**config.mk**
```make
export PLATFORM = sky130hd
export DESIGN_NAME = zbus_arbiter_flat
export DESIGN_NICKNAME = d
export VERILOG_FILES = /design/src/rtl/zbus_arbiter_if.sv /design/src/rtl/zbus_arbiter.sv /design/src/flat_wrapper.sv
export SDC_FILE = /design/constraint.sdc
export NUM_CORES = 1
export LEC_CHECK = 0
export ABC_CLOCK_PERIOD_IN_PS = 2500
export CAP_MARGIN = 30
export CELL_PAD_IN_SITES_DETAIL_PLACEMENT = 2
export CELL_PAD_IN_SITES_GLOBAL_PLACEMENT = 2
export CORE_MARGIN = 4
export CORE_UTILIZATION = 31
export CTS_CLUSTER_SIZE = 30
export DETAILED_ROUTE_END_ITERATION = 10
export PLACE_DENSITY_LB_ADDON = 0.05
export SYNTH_ARGS = -nofsm -noshare
export SYNTH_HDL_FRONTEND = slang
export SYNTH_SLANG_ARGS = --single-unit
```
**constraint.sdc**
```tcl
create_clock -name clk -period 2.5 [get_ports clk]
set_input_delay 0.75 -clock clk [delete_from_list [all_inputs] [get_ports clk]]
set_output_delay 0.75 -clock clk [all_outputs]
set_load 0.03 [all_outputs]
```
**src/rtl/zbus_arbiter_if.sv**
```systemverilog
// Bus-ownership interface between the requesters and the zbus arbiter.
interface zbus_arbiter_if #(
   parameter int NREQ    = 4,
   parameter int IDXSIZE = 2
);
   logic [NREQ-1:0]    req;
   logic [NREQ-1:0]    gnt;
   logic [NREQ-1:0]    bus_en;
   logic               bus_busy;
   logic [IDXSIZE-1:0] owner;
   logic               turn;

   // Requester side
   modport master (output req, input gnt, bus_en, bus_busy, owner, turn);
   // Arbiter side
   modport slave  (input req, output gnt, bus_en, bus_busy, owner, turn);
endinterface

```
**src/rtl/zbus_arbiter.sv**
```systemverilog
// Round-robin owner selection for a shared tri-state bus. Produces one-hot
// zbuffer enables, inserts TURNCYC all-Z cycles between owners and can
// preempt an owner after MAXHOLD cycles when others are waiting.
module zbus_arbiter #(
   parameter int NREQ    = 4,
   parameter int TURNCYC = 1,
   parameter int MAXHOLD = 0,
   parameter int IDXSIZE = 2
) (
   input  logic          clk,
   input  logic          rst,
   zbus_arbiter_if.slave bus
);

   typedef enum logic [1:0] {IDLE, GRANT, TURN} state_t;

   localparam logic [IDXSIZE:0] NREQ_W    = (IDXSIZE+1)'(NREQ);
   localparam logic [7:0]       HOLD_LIM  = (MAXHOLD > 0) ? 8'(MAXHOLD - 1) : 8'd0;
   localparam logic [3:0]       TURN_INIT = 4'(TURNCYC - 1);

   state_t             state;
   logic [NREQ-1:0]    gnt_q;
   logic [IDXSIZE-1:0] owner_q;
   logic               turn_q;
   logic [IDXSIZE-1:0] ptr;
   logic [7:0]         hold_cnt;
   logic [3:0]         turn_cnt;

   logic [2*NREQ-1:0]  req_dbl;
   logic [NREQ-1:0]    req_rot;
   logic [IDXSIZE:0]   win_sum;
   logic [IDXSIZE:0]   win_inc;
   logic               win_vld;
   logic [IDXSIZE-1:0] win_idx;
   logic [IDXSIZE-1:0] win_nxt;
   logic [NREQ-1:0]    win_oh;
   logic               own_req;
   logic               others;
   logic               preempt;

   // Rotate requests so that ptr lands on bit 0, then take the first set bit
   always_comb begin
      req_dbl = {bus.req, bus.req};
      req_rot = req_dbl[NREQ-1:0];
      req_rot = NREQ'(req_dbl >> ptr);
      win_vld = 1'b0;
      win_sum = '0;
      for (int k = 0; k < NREQ; k++) begin
         if (!win_vld && req_rot[k]) begin
            win_vld = 1'b1;
            win_sum = {1'b0, ptr} + (IDXSIZE+1)'(k);
         end
      end
      win_idx = (win_sum >= NREQ_W) ? IDXSIZE'(win_sum - NREQ_W) : win_sum[IDXSIZE-1:0];
      win_inc = {1'b0, win_idx} + 1'b1;
      win_nxt = (win_inc == NREQ_W) ? '0 : win_inc[IDXSIZE-1:0];
      win_oh  = NREQ'(1) << win_idx;
   end

   // gnt_q is one-hot on the owner while granted, so masking by it isolates
   // the owner's request from everyone else's
   assign own_req = |(bus.req & gnt_q);
   assign others  = |(bus.req & ~gnt_q);
   // hold_cnt saturates, so >= keeps preemption armed if others arrive late
   assign preempt = (MAXHOLD != 0) && (hold_cnt >= HOLD_LIM) && others;

   // Ownership state machine with registered grant/turn/owner outputs
   always_ff @(posedge clk or posedge rst) begin
      if (rst) begin
         state    <= IDLE;
         gnt_q    <= '0;
         owner_q  <= '0;
         turn_q   <= 1'b0;
         ptr      <= '0;
         hold_cnt <= '0;
         turn_cnt <= '0;
      end else begin
         case (state)
            IDLE: begin
               if (win_vld) begin
                  state    <= GRANT;
                  gnt_q    <= win_oh;
                  owner_q  <= win_idx;
                  ptr      <= win_nxt;
                  hold_cnt <= '0;
               end
            end
            GRANT: begin
               // Release takes priority; both paths go through turnaround
               if (!own_req || preempt) begin
                  state    <= TURN;
                  gnt_q    <= '0;
                  turn_q   <= 1'b1;
                  turn_cnt <= TURN_INIT;
               end else if (hold_cnt != 8'hFF) begin
                  hold_cnt <= hold_cnt + 8'd1;
               end
            end
            TURN: begin
               if (turn_cnt != 4'd0) begin
                  turn_cnt <= turn_cnt - 4'd1;
               end else if (win_vld) begin
                  state    <= GRANT;
                  gnt_q    <= win_oh;
                  owner_q  <= win_idx;
                  ptr      <= win_nxt;
                  hold_cnt <= '0;
                  turn_q   <= 1'b0;
               end else begin
                  state  <= IDLE;
                  turn_q <= 1'b0;
               end
            end
            default: begin
               state  <= IDLE;
               gnt_q  <= '0;
               turn_q <= 1'b0;
            end
         endcase
      end
   end

   assign bus.gnt      = gnt_q;
   assign bus.bus_en   = gnt_q;
   assign bus.bus_busy = |gnt_q;
   assign bus.owner    = owner_q;
   assign bus.turn     = turn_q;

endmodule

```
**src/flat_wrapper.sv**
```systemverilog
// flat-port wrapper written by rule: the top's interface ports become plain ports
module zbus_arbiter_flat 
#(
   parameter int NREQ    = 4,
   parameter int TURNCYC = 1,
   parameter int MAXHOLD = 0,
   parameter int IDXSIZE = 2
)
  (clk, rst, bus_req, bus_gnt, bus_bus_en, bus_bus_busy, bus_owner, bus_turn);
  zbus_arbiter_if #(.NREQ(NREQ), .IDXSIZE(IDXSIZE)) bus_i ();
  input  logic clk;
  input  logic rst;
  input wire logic [$bits(bus_i.req)-1:0] bus_req;
  output wire logic [$bits(bus_i.gnt)-1:0] bus_gnt;
  output wire logic [$bits(bus_i.bus_en)-1:0] bus_bus_en;
  output wire logic [$bits(bus_i.bus_busy)-1:0] bus_bus_busy;
  output wire logic [$bits(bus_i.owner)-1:0] bus_owner;
  output wire logic [$bits(bus_i.turn)-1:0] bus_turn;
  assign bus_i.req = bus_req;
  assign bus_gnt = bus_i.gnt;
  assign bus_bus_en = bus_i.bus_en;
  assign bus_bus_busy = bus_i.bus_busy;
  assign bus_owner = bus_i.owner;
  assign bus_turn = bus_i.turn;
  zbus_arbiter #(.NREQ(NREQ), .TURNCYC(TURNCYC), .MAXHOLD(MAXHOLD), .IDXSIZE(IDXSIZE)) u_core (.clk(clk), .rst(rst), .bus(bus_i));
endmodule
```
# ---- Yosys cells after proc, flatten, opt, wreduce, memory -nomap -nowiden
# Cells that the tools add are included.
dict set report totals {
  reg_bits 15
  inputBits 6
  output_inout_bits 12
  wordCells 71
}
dict set report classes {
  n_addsub 6
  order_cmp 1
  eq_ne 7
  shifts 2
  muxes 30
  n_bitwise 2
  n_reduce_logical 17
}
# op count
set ops {}
lappend ops {{2-bit 2-to-1 mux} 10}
lappend ops {{4-bit 2-to-1 mux} 4}
lappend ops {{4-bit case mux with 3 select lines} 1}
lappend ops {{3-bit 2-to-1 mux} 3}
lappend ops {{3-bit AND reduction} 3}
lappend ops {{2-bit case mux with 2 select lines} 2}
lappend ops {{4-bit case mux with 2 select lines} 1}
lappend ops {{4-bit OR reduction} 2}
lappend ops {{8-bit by 2-bit right shift with 4-bit output} 1}
lappend ops {{1-bit 2-to-1 mux} 7}
lappend ops {{2-bit by 1-bit adder with 3-bit output, second input constant} 2}
lappend ops {{2-bit by 2-bit adder with 3-bit output, second input constant} 2}
lappend ops {{2-bit case mux with 3 select lines} 1}
lappend ops {{4-bit bitwise AND} 1}
lappend ops {{2-bit by 1-bit inequality test with 1-bit output, second input constant} 2}
lappend ops {{2-bit inequality test, second input constant} 2}
lappend ops {{2-bit AND reduction} 2}
lappend ops {{2-bit nonzero test} 2}
lappend ops {{4-bit nonzero test} 1}
lappend ops {{1-bit by 2-bit << shifter with 4-bit output, first input constant} 1}
lappend ops {{4-bit by 1-bit subtractor with 4-bit output, second input constant} 1}
lappend ops {{3-bit == test, second input constant} 1}
lappend ops {{3-bit greater-or-equal comparator, second input constant} 1}
lappend ops {{1-bit logical AND} 3}
lappend ops {{7 further kinds} 9}

# ---- Logic depth before layout (Yosys ltp)
dict set report logic_depth {
  word_depth 19
  depth_mapped 8
  mapped_depth_nobuf 6
}

# ---- Least setup slack after synthesis
# Ideal clock, no wire load.
dict set report synth_path {
  path_kind {in2reg}
  start {input bus_req[2]}
  end {register u_core.gnt_q[2], in the netlist u_core.bus.bus_en[2]}
  setup_time_ns 0.121
  arrival_time_ns 1.895
  t_required_ns 2.379
  slack_ns 0.484
  cell_stages 6
  n_path_buf 0
  path_cell_list {mux2i_1 > nor2_1 > nor4_1 > inv_1 > ha_1 > a22o_1}
}
dict set report synth_via {
  elab_chain_len 17
  word_cells_on_any_way 26
  classes_between {add/sub (1); order compare (1); eq/ne (1); shift (2); mux (12); bitwise (1); reduce/logical (8)}
}
# item line_no
set synth_lines {}
lappend synth_lines {{from (decl)} flat_wrapper.sv:13} ;# input wire logic [$bits(bus_i.req)-1:0] bus_req;
lappend synth_lines {{8-bit by 2-bit right shift with 4-bit output *} zbus_arbiter.sv:45} ;# req_rot = NREQ'(req_dbl >> ptr);
lappend synth_lines {{1-bit 2-to-1 mux} zbus_arbiter.sv:49} ;# if (!win_vld && req_rot[k]) begin
lappend synth_lines {{1-bit zero test} zbus_arbiter.sv:49}
lappend synth_lines {{1-bit logical AND} zbus_arbiter.sv:49}
lappend synth_lines {{1-bit 2-to-1 mux} zbus_arbiter.sv:49}
lappend synth_lines {{1-bit zero test} zbus_arbiter.sv:49}
lappend synth_lines {{1-bit logical AND} zbus_arbiter.sv:49}
lappend synth_lines {{1-bit 2-to-1 mux} zbus_arbiter.sv:49}
lappend synth_lines {{[... 2 more ...]} --}
lappend synth_lines {{3-bit 2-to-1 mux *} zbus_arbiter.sv:49}
lappend synth_lines {{3-bit greater-or-equal comparator / 2-bit by 1-bit subtractor with 2-bit output (equally long branches)} zbus_arbiter.sv:54} ;# win_idx = (win_sum >= NREQ_W) ? IDXSIZE'(win_sum - NREQ_W) : win_sum[IDXSIZE-1:0];
lappend synth_lines {{2-bit 2-to-1 mux *} zbus_arbiter.sv:54}
lappend synth_lines {{named net u_core.win_idx[0]} zbus_arbiter.sv:34} ;# logic [IDXSIZE-1:0] win_idx;
lappend synth_lines {{1-bit by 2-bit << shifter with 4-bit output *} zbus_arbiter.sv:57} ;# win_oh = NREQ'(1) << win_idx;
lappend synth_lines {{4-bit 2-to-1 mux *} {zbus_arbiter.sv:80, zbus_arbiter.sv:102}}
lappend synth_lines {{4-bit 2-to-1 mux} zbus_arbiter.sv:100} ;# if (turn_cnt != 4'd0) begin
lappend synth_lines {{4-bit case mux with 3 select lines *} zbus_arbiter.sv:78} ;# case (state)
lappend synth_lines {{to (signal assigned)} zbus_arbiter.sv:82} ;# gnt_q <= win_oh;
lappend synth_lines {{to (signal assigned)} zbus_arbiter.sv:104} ;# gnt_q <= win_oh;
lappend synth_lines {{to (decl)} zbus_arbiter.sv:22} ;# logic [NREQ-1:0] gnt_q;
# The timed path passes the listed nets; every way through them passes the cells marked *. The select of a mux whose other input is x is not followed.
# A chain may end at the register's enable or synchronous reset.

# ---- Worst setup path after layout
dict set report layout_path {
  start {register u_core.gnt_q[2], in the netlist u_core.bus.bus_en[2]}
  end {output bus_bus_busy}
}
dict set report layout_via {
  elab_chain_len 1
}
# item line_no
set layout_lines {}
lappend layout_lines {{4-bit OR reduction} zbus_arbiter.sv:125} ;# assign bus.bus_busy = |gnt_q;
lappend layout_lines {{to (decl)} flat_wrapper.sv:16} ;# output wire logic [$bits(bus_i.bus_busy)-1:0] bus_bus_busy;
# No other way between the ends.

==> impl_table.tex <==
\begin{tabular}{lr}
\hline
Metric & Value \\
\hline
\multicolumn{2}{l}{\textbf{Die}} \\
Die boundary height & $\sim$60 um \\
Row count & 19 \\
Die footprint & $\sim$3800 sq um \\
I/O pins & 18 \\
Area of the core region & approximately 2800 sq um \\
Effective utilization at floorplan & 32.3\% \\
Die Span X & 61.6 um \\
\multicolumn{2}{l}{\textbf{Worst setup path}} \\
Critical R2R Capture & u\_core.bus.owner[1] \\
Largest fanout on the critical path & 5 \\
Setup Crit Path Kind & reg -> out \\
Top delay family on crit path & simple AND/OR/NAND/NOR gates \\
R2R Setup Slk & $\sim$0.48 ns \\
Total buffers and inverters traversed by the critical path & 1 \\
Crit path max-delay cell type & sky130\_fd\_sc\_hd\_\_or4\_1 \\
Critical path required time & 1.75 ns \\
CP max stage delay & a little under 0.5 ns \\
Critical Path, Cell by Cell & or4\_1 > dlygate4sd2\_1 \\
Arrival time reported for the critical path endpoint & 1.59 ns \\
Crit path capture type & output port \\
Worst reg-to-reg path cell count & 5 \\
Type of origin of the critical path & flop \\
Startpoint of the worst register-to-register path & u\_core.turn\_cnt[0] \\
\multicolumn{2}{l}{\textbf{Synthesis}} \\
Adder-Cell Fraction of Synth Area & around 8.4\% \\
Number of warnings printed during yosys synthesis & 0 \\
Share of flip-flops with an asynchronous set or reset & between 90\% and 100\% \\
Post-synthesis sequential element count & 15 \\
Post-Synth Simple-Gate Area & between 15 and 20\% \\
Share of cell area taken by muxes after synthesis & under 10\% \\
Most frequent cells after synthesis & 15 x sky130\_fd\_sc\_hd\_\_dfrtp\_1, 7 x sky130\_fd\_sc\_hd\_\_inv\_1, 6 x sky130\_fd\_sc\_hd\_\_ha\_1 \\
Library cell with the largest summed area after synthesis & sky130\_fd\_sc\_hd\_\_dfrtp\_1 \\
Number of cells produced by synthesis & between 80 and 90 \\
Sequential area share after synthesis & 42.1\% \\
Syn\_nets & 97 \\
Compound-cell area share of the yosys netlist & 16.7\% \\
Dominant register cell in the synthesized netlist & sky130\_fd\_sc\_hd\_\_dfrtp\_1 \\
Netlist Area Pre-Place & between 800 and 900 sq um \\
Largest family of logic cells by synthesized area & simple AND/OR/NAND/NOR gates \\
Post-Syn Area per Cell & around 10 sq um \\
Xor/xnor share of the synthesized area & roughly 2\% \\
Area share of the largest cell type after synthesis & 42.1\% \\
Number of distinct library cells after synthesis & 33 \\
Most instantiated library cell after synthesis & sky130\_fd\_sc\_hd\_\_dfrtp\_1 \\
Most area-consuming cells after synthesis & sky130\_fd\_sc\_hd\_\_dfrtp\_1 42\%, sky130\_fd\_sc\_hd\_\_ha\_1 8.4\%, sky130\_fd\_sc\_hd\_\_a22o\_1 3.9\% \\
EDFF count, synth & 0 \\
\multicolumn{2}{l}{\textbf{Clock tree}} \\
Number of sinks driven by the clock tree & 15 \\
Largest buffer count on any clock path & 2 \\
Cell at the root of the clock tree & sky130\_fd\_sc\_hd\_\_clkbuf\_4 \\
CTS tree & built \\
Clock insertion delay at the later pin of the skew report & 0.29 ns \\
H-tree levels & 1 \\
Clock Pin Slew Worst Setup and Hold Paths & around 0.10 ns \\
Number of buffers created by CTS & 3 \\
\# Post-CTS Setup Buffers & 0 \\
\multicolumn{2}{l}{\textbf{Layout}} \\
Final std cells w/o fill & around 140 \\
Number of nets at the end of the flow & roughly 120 \\
Area of all placed cells without fillers & between 1000 and 1500 sq um \\
Final cell utilization of the core & around two fifths \\
Synthesis-to-finish area growth & 29.8\% \\
Fraction of final layout cells sized beyond drive strength 1 & $\sim$18\% \\
Fillers & 315 \\
N\_diodes & 0 \\
\multicolumn{2}{l}{\textbf{Route}} \\
Number of vias after detailed routing & 740 \\
Number of nets with antenna violations after detailed routing & 0 \\
Number of detailed-route iterations in the first pass & 3 \\
Post-DR vias/cell & $\sim$5.2 \\
Starting DRC count in detailed routing & 18 \\
DRC violations left & 0 \\
DR WL/cell & $\sim$17 um \\
Drt total wl & around 2400 um \\
\multicolumn{2}{l}{\textbf{Placement}} \\
\# placed instances & between 100 and 150 \\
HPWL Detailed & between 1500 and 2000 um \\
Port bufs & 17 \\
Routability cong. & 0.901 \\
Cell area after placement & 1130 sq um \\
\multicolumn{2}{l}{\textbf{Status}} \\
Outcome & completed \\
\multicolumn{2}{l}{\textbf{GRT}} \\
Largest net degree at the start of global routing & 16 \\
Global route total overflow & 0 \\
Global-route wire length before repair & 4230 um \\
Number of antenna violations at the first check in global routing & 0 \\
All-Layer GR Usage & between 10\% and 20\% \\
Number of global-route vias before repair & 890 \\
\multicolumn{2}{l}{\textbf{Timing}} \\
Total count of hold-check failures in the final report & 0 \\
Post-route minimum period & 2.34 ns \\
Part of the cycle the worst path needs & roughly 94\% \\
Number of pins with negative max-slew slack in the final report & 0 \\
Final setup violation count & 0 \\
Worst relative slew slack & 60.3\% \\
Worst hold slack across all endpoints & $\sim$0.52 ns \\
Setup repair after global routing missed its margin & no \\
Maximum clock rate & around 430 MHz \\
Clock skew & approximately 0.0048 ns \\
Transition time at the pin with the least slew margin & 0.594 ns \\
\multicolumn{2}{l}{\textbf{Hold path}} \\
Critical hold path startpoint & u\_core.bus.owner[0] \\
Hold-critical path depth & 1 \\
Min-Delay Path Class & reg -> reg \\
Hold endpoint & u\_core.bus.owner[0] \\
\multicolumn{2}{l}{\textbf{Power}} \\
Combinational share of power & 61.2\% \\
PD cells & $\sim$1300 nW/um\^{}2 \\
Maximum VDD drop & 0.705 mV \\
Share of total power in sequential cells & $\sim$29\% \\
Reported leakage power & $\sim$0.00054 uW \\
Internal power contribution & a little over 800 uW \\
Reported net switching power & between 600 and 700 uW \\
Clk pwr share & 9.7\% \\
Sw Share & between 40\% and 50\% \\
\multicolumn{2}{l}{\textbf{Run}} \\
Max-Cap Viols & 0 \\
\hline
\end{tabular}
==> placed cells by master (no fill, tap or decap), drive strengths merged <==
| cell | instances |
|---|---|
| a2bb2oi | 1 |
| buf | 11 |
| nand3 | 3 |
| xnor2 | 1 |
| nor4 | 2 |
| or2 | 1 |
| or3b | 1 |
| and3 | 1 |
| and2b | 1 |
| o2bb2a | 1 |
| a22oi | 2 |
| a211o | 1 |
| or4 | 2 |
| nand2b | 4 |
| dfrtp | 15 |
| clkinv | 1 |
| clkdlybuf4s50 | 16 |
| mux2i | 1 |
| nor2 | 5 |
| a211oi | 1 |
| o21ai | 4 |
| inv | 7 |
| mux2 | 2 |
| dlygate4sd2 | 1 |
| nand2 | 2 |
| nor3 | 2 |
| xor2 | 1 |
| ha | 6 |
| o22ai | 1 |
| clkbuf | 3 |
| a21oi | 5 |
| nor2b | 1 |
| or4b | 1 |
| a22o | 4 |
==> kinds of logic after synthesis <==
group                    after synthesis
AND/OR/NAND/NOR                       26
AO/OA/AOI/OAI                         20
flip-flops                            15
buffers and inverters                 13
adder cells (fa/ha/maj)                6
multiplexers                           3
XOR/XNOR                               2
==> repair_timing <==
item	in CTS	in global routing
hold buffers	0	0
setup endpoints to repair	1	0
resized for setup	1	0
==> state kept, by name (all words and copies together), names as in the netlist <==
name	count
u_core.bus.owner	2
u_core.bus.bus_en	4
u_core.bus.turn	1
u_core.ptr	2
u_core.state	2
u_core.turn_cnt	4
==> final cells by class <==
| class | instances | area (sq um) | share of cell area (%) |
|---|---|---|---|
| Tap cell | 31 | 38.8 | 3.35 |
| Sequential cell | 15 | 375 | 32.5 |
| Inverter | 7 | 26.3 | 2.27 |
| Multi-Input combinational cell | 57 | 437 | 37.8 |
| Timing Repair Buffer | 28 | 251 | 21.8 |
| Clock inverter | 1 | 5.00 | 0.433 |
| Clock buffer | 3 | 22.5 | 1.95 |
==> worst reg2reg max path, delay by kind of cell (launching register included) <==
family | cells | cell delay [ns]
flops | 1 | 0.39
buf+inv | 1 | 0.09
fa+ha+maj | 1 | 0.16
simple gates | 1 | 0.49
mux | 1 | 0.34
compound gates | 1 | 0.46
==> power by group through the flow <==
stage	clock network (uW)	logic [uW]	registers (uW)
after floorplan	0	542	514
after global placement	0	926	434
after detailed placement	0	937	440
after CTS	151	934	437
after global routing	162	1010	452
final	144	911	433
==> through the flow <==
stage | worst slack, ns | power, uW | setup TNS (ns)
after floorplan | 0.484 | 1060 | 0
after global placement | -0.0759 | 1360 | -0.273
after detailed placement | -0.0847 | 1380 | -0.345
after CTS | 0.136 | 1520 | 0
after global routing | 0.0131 | 1630 | 0
final | 0.158 | 1490 | 0
==> worst max path at each step <==
stage,from,end,slack (ns),depth (start not counted)
after floorplan,bus_req[2],u_core.bus.bus_en[2],0.48,6
after global placement,bus_req[2],u_core.bus.bus_en[1],-0.08,6
after CTS,u_core.bus.bus_en[2],bus_bus_busy,0.14,2
after global routing,bus_req[2],u_core.bus.bus_en[0],0.01,8
after detailed placement,bus_req[2],u_core.ptr[0],-0.08,7
final,u_core.bus.bus_en[2],bus_bus_busy,0.16,2
==> layer usage <==
layer	GRT usage [%]	up-vias	wire, um
li1	-	350	-
met1	19.0	372	1060
met2	26.0	14	1190
met3	3.77	4	84
met4	5.45	0	30
met5	0	-	0
Note: power is estimated with default switching activity, not from simulation.
